[src/rtl/jk_bank.sv]
// jk_bank: a bank of WIDTH independent JK flip-flops that all update together
// on a divided-rate tick from one shared prescaler.
//
// J/K levels are OR-accumulated every cycle into per-bit request latches, so a
// short pulse from a button or switch between updates still reaches the next
// update. A synchronous parallel load overrides the JK result.
//
// Ports:
//   clk   system clock; all state changes on its rising edge
//   rst   synchronous reset, active-high (highest priority)
//   en    prescaler enable; low freezes the counter and suppresses ticks
//   J     per-channel set request (level, sampled every cycle)
//   K     per-channel reset request (level, sampled every cycle)
//   load  synchronous parallel load strobe (priority over an update)
//   D     parallel load data
//   Q     flip-flop state (registered)
//   Qn    ~Q (combinational)
//   tick  registered one-cycle pulse marking each bank update
module jk_bank #(
    parameter int                 WIDTH   = 4,
    parameter int                 DIV     = 50_000_000,
    parameter logic [WIDTH-1:0]   RST_VAL = {WIDTH{1'b0}}
) (
    input  logic             clk,
    input  logic             rst,
    input  logic             en,
    input  logic [WIDTH-1:0] J,
    input  logic [WIDTH-1:0] K,
    input  logic             load,
    input  logic [WIDTH-1:0] D,
    output logic [WIDTH-1:0] Q,
    output logic [WIDTH-1:0] Qn,
    output logic             tick
);

    localparam int CW = $clog2(DIV);
    localparam logic [CW-1:0] CNT_MAX = CW'(DIV - 1);

    logic [CW-1:0]    cnt_reg;
    logic [WIDTH-1:0] pj_reg;
    logic [WIDTH-1:0] pk_reg;
    logic [WIDTH-1:0] q_reg;
    logic             tick_reg;

    logic             update;
    logic [WIDTH-1:0] je;
    logic [WIDTH-1:0] ke;
    logic [WIDTH-1:0] q_next;

    // An update edge needs the counter at its last value with en high; with en
    // low the counter parks at DIV-1 and the update fires on the first enabled edge.
    assign update = en && (cnt_reg == CNT_MAX);

    // The current-cycle J/K are folded in so a pulse on the update edge counts.
    assign je = pj_reg | J;
    assign ke = pk_reg | K;

    generate
        for (genvar gi = 0; gi < WIDTH; gi++) begin : g_jk
            always_comb begin
                q_next[gi] = q_reg[gi];
                unique case ({je[gi], ke[gi]})
                    2'b10:   q_next[gi] = 1'b1;
                    2'b01:   q_next[gi] = 1'b0;
                    2'b11:   q_next[gi] = ~q_reg[gi];
                    default: q_next[gi] = q_reg[gi];
                endcase
            end
        end
    endgenerate

    always_ff @(posedge clk) begin
        if (rst) begin
            cnt_reg  <= '0;
            pj_reg   <= '0;
            pk_reg   <= '0;
            q_reg    <= RST_VAL;
            tick_reg <= 1'b0;
        end else begin
            if (en) begin
                cnt_reg <= update ? '0 : cnt_reg + CW'(1);
            end
            // tick marks the update edge even when a load overrides the JK result.
            tick_reg <= update;

            if (load) begin
                q_reg  <= D;
                pj_reg <= '0;
                pk_reg <= '0;
            end else if (update) begin
                q_reg  <= q_next;
                pj_reg <= '0;
                pk_reg <= '0;
            end else begin
                pj_reg <= je;
                pk_reg <= ke;
            end
        end
    end

    assign Q    = q_reg;
    assign Qn   = ~q_reg;
    assign tick = tick_reg;

endmodule

[config.mk]
export PLATFORM = sky130hd
export DESIGN_NAME = jk_bank
export DESIGN_NICKNAME = d
export VERILOG_FILES = /design/src/rtl/jk_bank.sv
export SDC_FILE = /design/constraint.sdc
export NUM_CORES = 1
export LEC_CHECK = 0
export BUFFER_PORTS_ARGS = -buffer_cell sky130_fd_sc_hd__buf_2
export CAP_MARGIN = 20
export CORE_MARGIN = 2
export CORE_UTILIZATION = 50
export DETAILED_ROUTE_END_ITERATION = 8
export PLACE_DENSITY_LB_ADDON = 0.15
export SYNTH_ARGS = -nofsm -noshare
export SYNTH_HDL_FRONTEND = slang
export SYNTH_SLANG_ARGS = --single-unit
[constraint.sdc]
create_clock -name clk -period 2.8 [get_ports clk]
set_input_delay 0.56 -clock clk [delete_from_list [all_inputs] [get_ports clk]]
set_output_delay 0.56 -clock clk [all_outputs]
set_load 0.01 [all_outputs]
After elaboration in Yosys (flattened, before gate mapping)
Index checks and enable logic that the tools add are counted.
{"block": "classes", "n_addsub": 1, "muxes": 7, "reduce_logical": 11, "bitwise": 7, "eq_ne": 13}
{"cell": "$add A26 B1 Y26 const B", "n": 1}
{"cell": "$eq A26 B26 Y1 const B", "n": 1}
{"cell": "$mux W26", "n": 1}
{"cell": "$eq A2 B2 Y1 const B", "n": 8}
{"cell": "$reduce_bool A4 Y1", "n": 4}
{"cell": "$pmux W1 S3", "n": 4}
{"cell": "$eq A2 B1 Y1 const B", "n": 4}
{"cell": "$mux W4", "n": 2}
{"cell": "$or A4 B4 Y4", "n": 2}
{"cell": "$reduce_and A2 Y1", "n": 4}
{"cell": "$not A1 Y1", "n": 4}
{"cell": "$not A4 Y4", "n": 1}
{"cell": "$reduce_or A3 Y1", "n": 1}
{"cell": "$reduce_bool A2 Y1", "n": 1}
{"cell": "$logic_and A1 B1 Y1", "n": 1}
{"block": "word_totals", "reg_bits": 39}

Depth between registers and ports, before layout
Gate-level depths: netlist of the first run.
{"block": "depth", "depth_word": 5, "depth_mapped": 7, "ltp_nobuf": 5}

Worst setup path after synthesis of the first run
Ideal clock, no wire load.
{"block": "synth_timing", "path_type": "input-to-reg", "start": "input port rst", "end": "register q_reg[1] (netlist: Q[1])", "path_stages": 5, "required_ns": 2.714, "setup_time_ns": 0.086, "arrival_time_ns": 1.581, "slack_ns": 1.132, "path_cell_list": "clkbuf_1 > nor3b_1 > nand4_1 > o32a_1 > a221oi_2"}
{"element": "from (decl)", "line": "25", "text": "input logic rst,"}
{"element": "to (signal assigned)", "line": "91", "text": "q_reg <= q_next;"}
{"element": "to (decl)", "line": "42", "text": "logic [WIDTH-1:0] q_reg;"}

Worst setup path in the final report of the first run
{"block": "layout_timing", "start": "register cnt_reg[0]", "end": "register pk_reg[0]"}
{"block": "layout_between", "elab_chain_len": 3}
{"element": "from (decl)", "line": "39", "text": "logic [CW-1:0] cnt_reg;"}
{"element": "from (signal assigned)", "line": "81", "text": "cnt_reg <= update ? '0 : cnt_reg + CW'(1);"}
{"element": "$eq A26 B26 Y1", "line": "52", "text": "assign update = en && (cnt_reg == CNT_MAX);"}
{"element": "$logic_and A1 B1 Y1", "line": "52"}
{"element": "$reduce_or A3 Y1 (no source line)"}
{"element": "to (signal assigned)", "line": "96", "text": "pk_reg <= ke;"}
{"element": "to (decl)", "line": "41", "text": "logic [WIDTH-1:0] pk_reg;"}
Every way passes these cells.
A chain may end at the register's enable or synchronous reset.

==> run metrics, run 1 <==
status finished, final reports clean; Max VDD drop 0.000338 V; number of global-route vias before repair 1533; Ports 25; Seq/Total Area, Yosys 42.8%; ys async rst share 0%; count of cell types in the netlist 35; antenna cells 0; post-route clock skew 0.00726 ns; Tcrit/Tclk final 66.5%; delay-heaviest family, CP simple AND/OR/NAND/NOR gates; Hold Buf Count CTS 0; CP Buf/Inv Count 1; Row Count 21; clock power share 28.6%; Post-synth EDFFs 0; Die Footprint 4150 sq um; Longest Clk Path Bufs 2; Hold Path Class primary input to flip-flop; Port Buf Inserts 24; synth warn 0; Fillers 336; Area Overhead vs Synth 9.25%; leakage 0.731 nW; RSZ-0062 raised after global routing no; CP Class flip-flop to flip-flop; via count 1542; pwr/cell area 450 nW/um^2; TritonCTS Buffers 5; synthesized area 1830 sq um; GPL Wtd Cong 0.739; worst skew pair latency 0.34 ns; Routed Wire Length 3.67 mm; Final Slew Violations 0; Sw Ratio 23.6%; Cells after Synth 205; routed vias/inst 5.67; slowest CP cell dfxtp_1; Top FF cell, synth dfxtp_1; H-tree levels 2; Die W 64.4 um; Placed Cells 266; Post-CTS Setup Bufs 0; crit path cell chain ha_1 > and4_1 > nand4_4 > o21bai_2 > buf_4 > nor3_1; final setup violating endpoints 0; TNS Setup 0 ns; area of the core 3420 sq um; Finished Layout Cells 272; dpl hpwl 2.73 mm; maxcap violations 0; Startpoint Class flip-flop; syn_nets 222; gr usage total 19.8%; Tightest Pin Transition 0.437 ns; Crit Path Max Fanout 20; synthesized area per cell 8.90 sq um; CP arrival 2.08 ns; # clock sinks 39; initial antenna violation count 0; Clock transition at path regs 0.11 ns; switching power total 212 uW; Worst setup EP type flip-flop; post_cts resized 0; slew margin rel. 70.5%; Fmax 537 MHz; Max stage delay on crit path 0.39 ns; share of cells above drive strength 1 18.6%; sequential power share 63.8%; max reg flops 26; crit path time final 1.86 ns; first-pass GRT wire length 6.53 mm; most common cell after layout, fill and taps aside dfxtp_1; ANT nets after route 0; Fin. Hold Viols 0; Chip Height 64.4 um; DRC violations left 0; most frequent cells in the layout 39 x dfxtp_1, 28 x nor2_1, 24 x buf_2; Starting Density 53.4%; Int Pwr 686 uW; Nets 244; Comb pwr share 7.7%; First-pass DRT Iterations 4; routed len/inst 13.5 um; TritonCTS clock tree yes; GR Overflow Total 0; initial drt markers 99; FF+latch count, synth 39; Power, Total 898 uW; root buffer selected by CTS clkbuf_4; CP required 3.01 ns; largest net degree at the start of global routing 21
==> final cells by class <==
type / count / area (sq um) / area share (%)
clock buffer: 6 / 41.3 / 2.07
inverter: 7 / 26.3 / 1.32
multi-input combinational: 148 / 953 / 47.8
sequential: 39 / 781 / 39.1
tap: 46 / 57.6 / 2.89
timing repair buffer: 26 / 135 / 6.78
==> through the flow <==
step	hold WS, ns	utilization (%)	instance area [sq um]	setup WS [ns]
6_report	0.465	58.4	1990	0.938
3_5_place_dp	0.478	57.2	1950	0.759
2_1_floorplan	0.448	-	1830	1.13
5_1_grt	0.467	58.4	1990	0.776
4_1_cts	0.446	58.4	1990	0.919
3_3_place_gp	0.460	57.2	1950	0.841
==> power groups by stage <==
stage	clock network [mW]	registers (mW)	logic (mW)
2_1_floorplan	0	0.586	0.0415
3_3_place_gp	0	0.584	0.0672
3_5_place_dp	0	0.586	0.0694
4_1_cts	0.267	0.573	0.0696
5_1_grt	0.291	0.574	0.0777
6_report	0.257	0.573	0.0689
==> worst min-delay path, delay by kind of cell <==
family                 cells  cell delay, ns
buffers and inverters      2            0.15
AO/OA/AOI/OAI              1            0.06
==> cells by family (layout without fill, tap and decap cells) <==
| logic type | after synthesis | count (layout) | synth area share [%] |
|---|---|---|---|
| AOI/OAI and AO/OA | 35 | 35 | 13.6 |
| xor gates and xnor gates | 13 | 13 | 6.24 |
| adders and majority gates | 1 | 1 | 0.685 |
| buffers and inverters | 18 | 39 | 5.00 |
| DFF | 39 | 39 | 42.8 |
| and+or+nand+nor | 99 | 99 | 31.7 |
==> per-layer routing <==
layer / up-vias / track usage, % / share of wire, %
met5: - / 0 / 0
met4: 0 / 3.99 / 0.87
met3: 5 / 5.73 / 4.4
met2: 31 / 35.7 / 52
met1: 723 / 23.4 / 43
li1: 783 / - / -
==> worst paths after layout <==
check | to | from | cells past startpoint | slack (ns)
setup reg to reg | pk_reg[0] | cnt_reg[0] | 6 | 0.94
setup / recovery | pk_reg[0] | cnt_reg[0] | 6 | 0.94
hold / removal | Q[1] | D[1] | 3 | 0.46
hold reg to reg | cnt_reg[22] | cnt_reg[22] | 2 | 0.49
==> cell usage after synthesis (6+ instances only) <==
cell type	n	share of area, %
inv_1	7	1.4
nor3_1	14	3.8
nand2_1	9	1.9
xnor2_1	6	2.9
or3_1	7	2.4
xor2_1	7	3.4
nand4_1	7	2.4
a21oi_1	13	3.6
nand3_1	8	2.2
o21ai_0	8	2.2
nor2_1	28	5.8
dfxtp_1	39	43
Note: power is estimated with default switching activity, not from simulation.
==> run 2: changes to the inputs <==
--- a/config.mk
+++ b/config.mk
@@ -5,6 +5,7 @@
 export SDC_FILE = /design/constraint.sdc
 export NUM_CORES = 1
 export LEC_CHECK = 0
+export ABC_AREA = 1
 export BUFFER_PORTS_ARGS = -buffer_cell sky130_fd_sc_hd__buf_2
 export CAP_MARGIN = 20
 export CORE_MARGIN = 2
==> constraint.sdc (replaced) <==
create_clock -name clk -period 1.5 [get_ports clk]
set_input_delay 0.3 -clock clk [delete_from_list [all_inputs] [get_ports clk]]
set_output_delay 0.3 -clock clk [all_outputs]
set_load 0.01 [all_outputs]
==> run metrics, run 2 <==
Post-synth EDFFs 0; Hold Path Class primary input to flip-flop; TritonCTS clock tree yes; TNS Setup 0 ns; Area Overhead vs Synth 23.1%; most common cell after layout, fill and taps aside nand2_1; dpl hpwl 3.58 mm; Worst setup EP type flip-flop; CP required 1.68 ns; crit path capture cnt_reg[24]; HP Start K[3]; initial drt markers 115; Routed Wire Length 4.74 mm; antenna cells 0; synthesized area 2050 sq um; CP arrival 1.59 ns; area of the core 3970 sq um; TritonCTS Buffers 5; most frequent cells in the layout 84 x nand2_1, 76 x nor2_1, 36 x inv_1; Port Buf Inserts 24; synth warn 0; Crit Path Max Fanout 14; Tcrit/Tclk final 93.4%; post-route clock skew 0.00319 ns; syn_nets 337; Row Count 23; root buffer selected by CTS clkbuf_8; Top FF cell, synth dfxtp_1; Nets 382; ANT nets after route 0; Clock transition at path regs 0.07 ns; ranking of synthesized cells by area dfxtp_1 38%, nand2_1 15%, nor2_1 15%, inv_1 6.8%, nand3_1 4.2%; status finished, final reports clean; leakage 1.09 nW; pwr/cell area 806 nW/um^2; Tightest Pin Transition 0.484 ns; cell area after placement 2290 sq um; met3 usage 5.10%; Max stage delay on crit path 0.38 ns; Max VDD drop 0.000570 V; First-pass DRT Iterations 4; Critical Path Start cnt_reg[0]; synthesized area per cell 6.39 sq um; count leader, synth nand2_1; crit path time final 1.40 ns; slowest CP cell dfxtp_4; CP Class flip-flop to flip-flop; largest net degree at the start of global routing 15; Cells after Synth 320; slew margin rel. 67.7%; flop2flop setup slack 0.1 ns; H-tree levels 2; top post-synthesis cells by count 84 x nand2_1, 81 x nor2_1, 39 x dfxtp_1; number of global-route vias before repair 1749; GR Overflow Total 0; FF+latch count, synth 39; met2 Use GR 34.5%; RR Startpoint cnt_reg[0]; first-pass GRT wire length 7.65 mm; Startpoint Class flip-flop; DRC violations left 0; maxcap violations 0; Synth top area share 38.2%; worst skew pair latency 0.29 ns; CP Buf/Inv Count 2; # clock sinks 39; Ports 25; gr usage total 21.8%; FF-to-FF path depth 10; Longest Clk Path Bufs 2; leading area contributor after synthesis dfxtp_1; via count 2046; Reg-to-Reg End cnt_reg[24]; GR peak layer met2; Fin. Hold Viols 0; count of cell types in the netlist 31; design area 2520 sq um; Starting Density 51.5%; routed vias/inst 4.92; Fillers 393; initial antenna violation count 0; crit path cell chain ha_4 > inv_1 > nor2_2 > nand2_1 > nor2_2 > nand2_4 > nand2_8 > inv_6 > nand2_1 > nor2_1; Worst path depth 10; share of cells above drive strength 1 21.6%; GPL Wtd Cong 0.854; final setup violating endpoints 0; ys async rst share 0%; global routing usage on met1 29.6%; routed len/inst 11.4 um; Final Slew Violations 0; Seq/Total Area, Yosys 38.2%; delay-heaviest family, CP simple AND/OR/NAND/NOR gates; Die Footprint 4620 sq um; Fmax 714 MHz; Chip Height 68.0 um; Die W 68.0 um; max reg flops 26
## run 2: logic make-up (layout without fill, tap and decap cells)
group	count (synthesis)	after routing	synth area share, %
and+or+nand+nor	216	217	45.4
buffers and inverters	44	89	9.17
DFF	39	39	38.2
AOI/OAI and AO/OA	16	16	4.89
xor gates and xnor gates	4	4	1.71
adders and majority gates	1	1	0.612
## run 2: per-layer routing
layer | wire [um] | share of wire [%]
met1 | 2240 | 47
met2 | 2190 | 46
met3 | 264 | 5.6
met4 | 51 | 1.1
met5 | 0 | 0
## run 2: worst min path at each step
stage                 end  slack [ns]  depth (start not counted)
6_report        pk_reg[3]        0.25                          3
5_1_grt         pj_reg[2]        0.25                          3
4_1_cts         pk_reg[1]        0.24                          3
3_5_place_dp    pj_reg[2]        0.45                          2
3_3_place_gp    pk_reg[3]        0.44                          2
2_1_floorplan  cnt_reg[8]        0.37                          1
## run 2: per-stage QoR
step           util (%)  worst slack, ns  instances  hold WS (ns)  power (mW)
6_report           63.4           0.0990        416         0.248        2.03
4_1_cts            61.0           0.0293        413         0.244        2.04
3_3_place_gp       57.7           0.0174        403         0.443        1.25
3_5_place_dp       57.7          -0.0445        403         0.449        1.26
5_1_grt            63.4         -0.00235        416         0.248        2.14
2_1_floorplan         -           0.0749        320         0.372        1.20
## run 2: layout make-up
class / instances / area [sq um] / share of cell area, %
multi-input combinational: 238 / 1160 / 46.0
clock buffer: 8 / 100 / 3.97
sequential: 39 / 791 / 31.4
inverter: 40 / 155 / 6.16
tap: 50 / 62.6 / 2.48
timing repair buffer: 41 / 251 / 9.99
## run 2: tightest hold or removal path: cells and delay by family
kind | cells | cell delay (ns)
simple gates | 2 | 0.12
buf+inv | 1 | 0.07
## run 2: power breakdown
part           internal (mW)  total, mW  switching (mW)
Combinational         0.0766      0.173          0.0967
Sequential              1.06       1.08          0.0184
Clock                  0.420      0.777           0.357
Total                   1.56       2.03           0.472
## run 2: what timing repair did
| action | in CTS | in global routing |
|---|---|---|
| endpoints found under the setup margin | 17 | 25 |
| pin swaps | 0 | 2 |
| resized for setup | 5 | 20 |
| cloned | 0 | 1 |
| hold buffers | 0 | 0 |
| setup buffers | 2 | 2 |
==> run 3: changes to the inputs <==
--- a/config.mk
+++ b/config.mk
@@ -11,7 +11,7 @@
 export CORE_MARGIN = 2
 export CORE_UTILIZATION = 50
 export DETAILED_ROUTE_END_ITERATION = 8
-export PLACE_DENSITY_LB_ADDON = 0.15
+export PLACE_DENSITY = 0.73
 export SYNTH_ARGS = -nofsm -noshare
 export SYNTH_HDL_FRONTEND = slang
 export SYNTH_SLANG_ARGS = --single-unit
==> constraint.sdc (replaced) <==
create_clock -name clk -period 1.1 [get_ports clk]
set_input_delay 0.22 -clock clk [delete_from_list [all_inputs] [get_ports clk]]
set_output_delay 0.22 -clock clk [all_outputs]
set_load 0.01 [all_outputs]
==> run metrics, run 3 (synthesis results as in run 2) <==
max reg flops 26; Area Overhead vs Synth 47.3%; pwr/cell area 917 nW/um^2; Startpoint Class flip-flop; HP Start K[0]; GR Overflow Total 0; number of global-route vias before repair 2038; Ports 25; final setup violating endpoints 38; most frequent cells in the layout 75 x nand2_1, 65 x nor2_1, 55 x buf_4; Nets 424; routed vias/inst 5.04; RR Startpoint cnt_reg[1]; CP required 1.33 ns; post-route setup slack -0.403 ns; Register Area 800 sq um; largest net degree at the start of global routing 15; Tcrit/Tclk final 137%; most common cell after layout, fill and taps aside nand2_1; Reg-to-Reg End Q[3]; Fillers 274; post-route clock skew 0.00241 ns; root buffer selected by CTS clkbuf_8; Finished Layout Cells 457; TritonCTS Buffers 5; Clock transition at path regs 0.08 ns; ANT nets after route 0; worst skew pair latency 0.29 ns; Hold Path Class primary input to flip-flop; maxcap violations 0; crit path cell chain ha_4 > inv_4 > nor2_4 > nand2_2 > nor2_4 > nand2_4 > buf_4 > o21bai_1 > inv_1 > nor2_1; Max stage delay on crit path 0.37 ns; Port Buf Inserts 24; Fin. Hold Viols 0; slowest CP cell dfxtp_4; Routed Wire Length 5.91 mm; First-pass DRT Iterations 4; Starting Density 51.5%; cell area after placement 2650 sq um; Placed Cells 442; Die Footprint 4620 sq um; flop2flop setup slack -0.40 ns; GPL Wtd Cong 0.872; Hold Buf Count CTS 0; design area 3010 sq um; Die W 68.0 um; FF-to-FF path depth 10; failing checks setup timing; DRC violations left 0; gr usage total 25.5%; area of the core 3970 sq um; worst hold stages 3; H-tree levels 2; routed len/inst 12.9 um; share of cells above drive strength 1 39.3%; # clock sinks 39; CP Class flip-flop to flip-flop; Fmax 665 MHz; initial drt markers 124; RSZ-0062 raised after global routing yes; crit path time final 1.50 ns; Worst setup EP type flip-flop; dpl hpwl 3.91 mm; Hold EP pk_reg[0]; CP most frequent cell nor2_4; Longest Clk Path Bufs 2; antenna cells 0; Tightest Pin Transition 0.369 ns; first-pass GRT wire length 8.80 mm; CP arrival 1.73 ns; leakage 1.31 nW; TritonCTS clock tree yes; area of the multi-input gates 1300 sq um; Max VDD drop 0.000566 V; Final Slew Violations 0; slew margin rel. 75.2%; via count 2304; Crit Path Max Fanout 4; Row Count 23; Chip Height 68.0 um; status finished, violations left; initial antenna violation count 0
==> run 3: cell types whose count changed in the layout (fill, tap and decap cells not counted), moves of 3 or more <==
cell and change:
nor3_2 +3, nand3_1 -3, nor2_2 +3, nor3_1 -3
dfxtp_2 +7, nand2_1 -9, buf_4 +39, nand2_2 +9
nor2_4 +8, nor2_1 -11, dfxtp_1 -7
==> run 3: what timing repair did <==
item,in CTS,in global routing
pin swaps,1,7
endpoints found under the setup margin,38,40
cloned,0,1
buffers inserted,1,8
resized for setup,19,50
==> run 3: final cells by class <==
class,instances,share of cell area (%)
repair inverters,1,0.291
flip-flops and latches,39,26.5
multi-input cells,237,43.3
clock inverters,1,0.166
inverters,40,5.48
clock buffers,6,2.74
repair buffers,83,19.5
well taps,50,2.08
==> run 3: metrics by stage <==
step,setup TNS (ns),util (%),power [mW],worst slack [ns],hold WS (ns)
floorplan,-3.72,-,1.64,-0.203,0.292
global placement,-8.72,66.6,1.75,-0.314,0.443
detailed placement,-10.04,66.6,1.75,-0.354,0.452
CTS,-8.39,70.6,2.74,-0.277,0.159
global route,-12.89,75.9,2.89,-0.512,0.190
finish,-9.51,75.9,2.77,-0.403,0.159
==> run 3: layer usage <==
layer | part of all wire (%) | global-route usage, % | vias to the layer above
met1 | 43 | 30.2 | 1047
met5 | 0 | 0 | -
li1 | - | - | 1173
met4 | 2.2 | 11.8 | 0
met2 | 49 | 44.2 | 66
met3 | 5.1 | 4.93 | 18
==> run 3: worst max path at each step <==
stage | from | endpoint | slack, ns | depth (start not counted)
floorplan | cnt_reg[1] | cnt_reg[14] | -0.20 | 11
global placement | cnt_reg[6] | Q[1] | -0.31 | 9
detailed placement | cnt_reg[6] | Q[1] | -0.35 | 9
CTS | cnt_reg[1] | cnt_reg[5] | -0.28 | 9
global route | cnt_reg[0] | Q[3] | -0.51 | 10
finish | cnt_reg[1] | Q[3] | -0.40 | 10
==> run 3: worst max-delay path, delay by kind of cell (launching register included) <==
family,cells,cell delay [ns]
DFF,1,0.37
buffers and inverters,3,0.28
adders and majority gates,1,0.15
AOI/OAI and AO/OA,1,0.14
and+or+nand+nor,5,0.49
==> run 3: power by group <==
group	internal, mW	leakage (nW)	total, mW	switching [mW]
combinational	0.135	0.945	0.292	0.157
sequential	1.45	0.323	1.47	0.0249
clock	0.492	0.0470	1.00	0.509
total	2.07	1.31	2.77	0.691
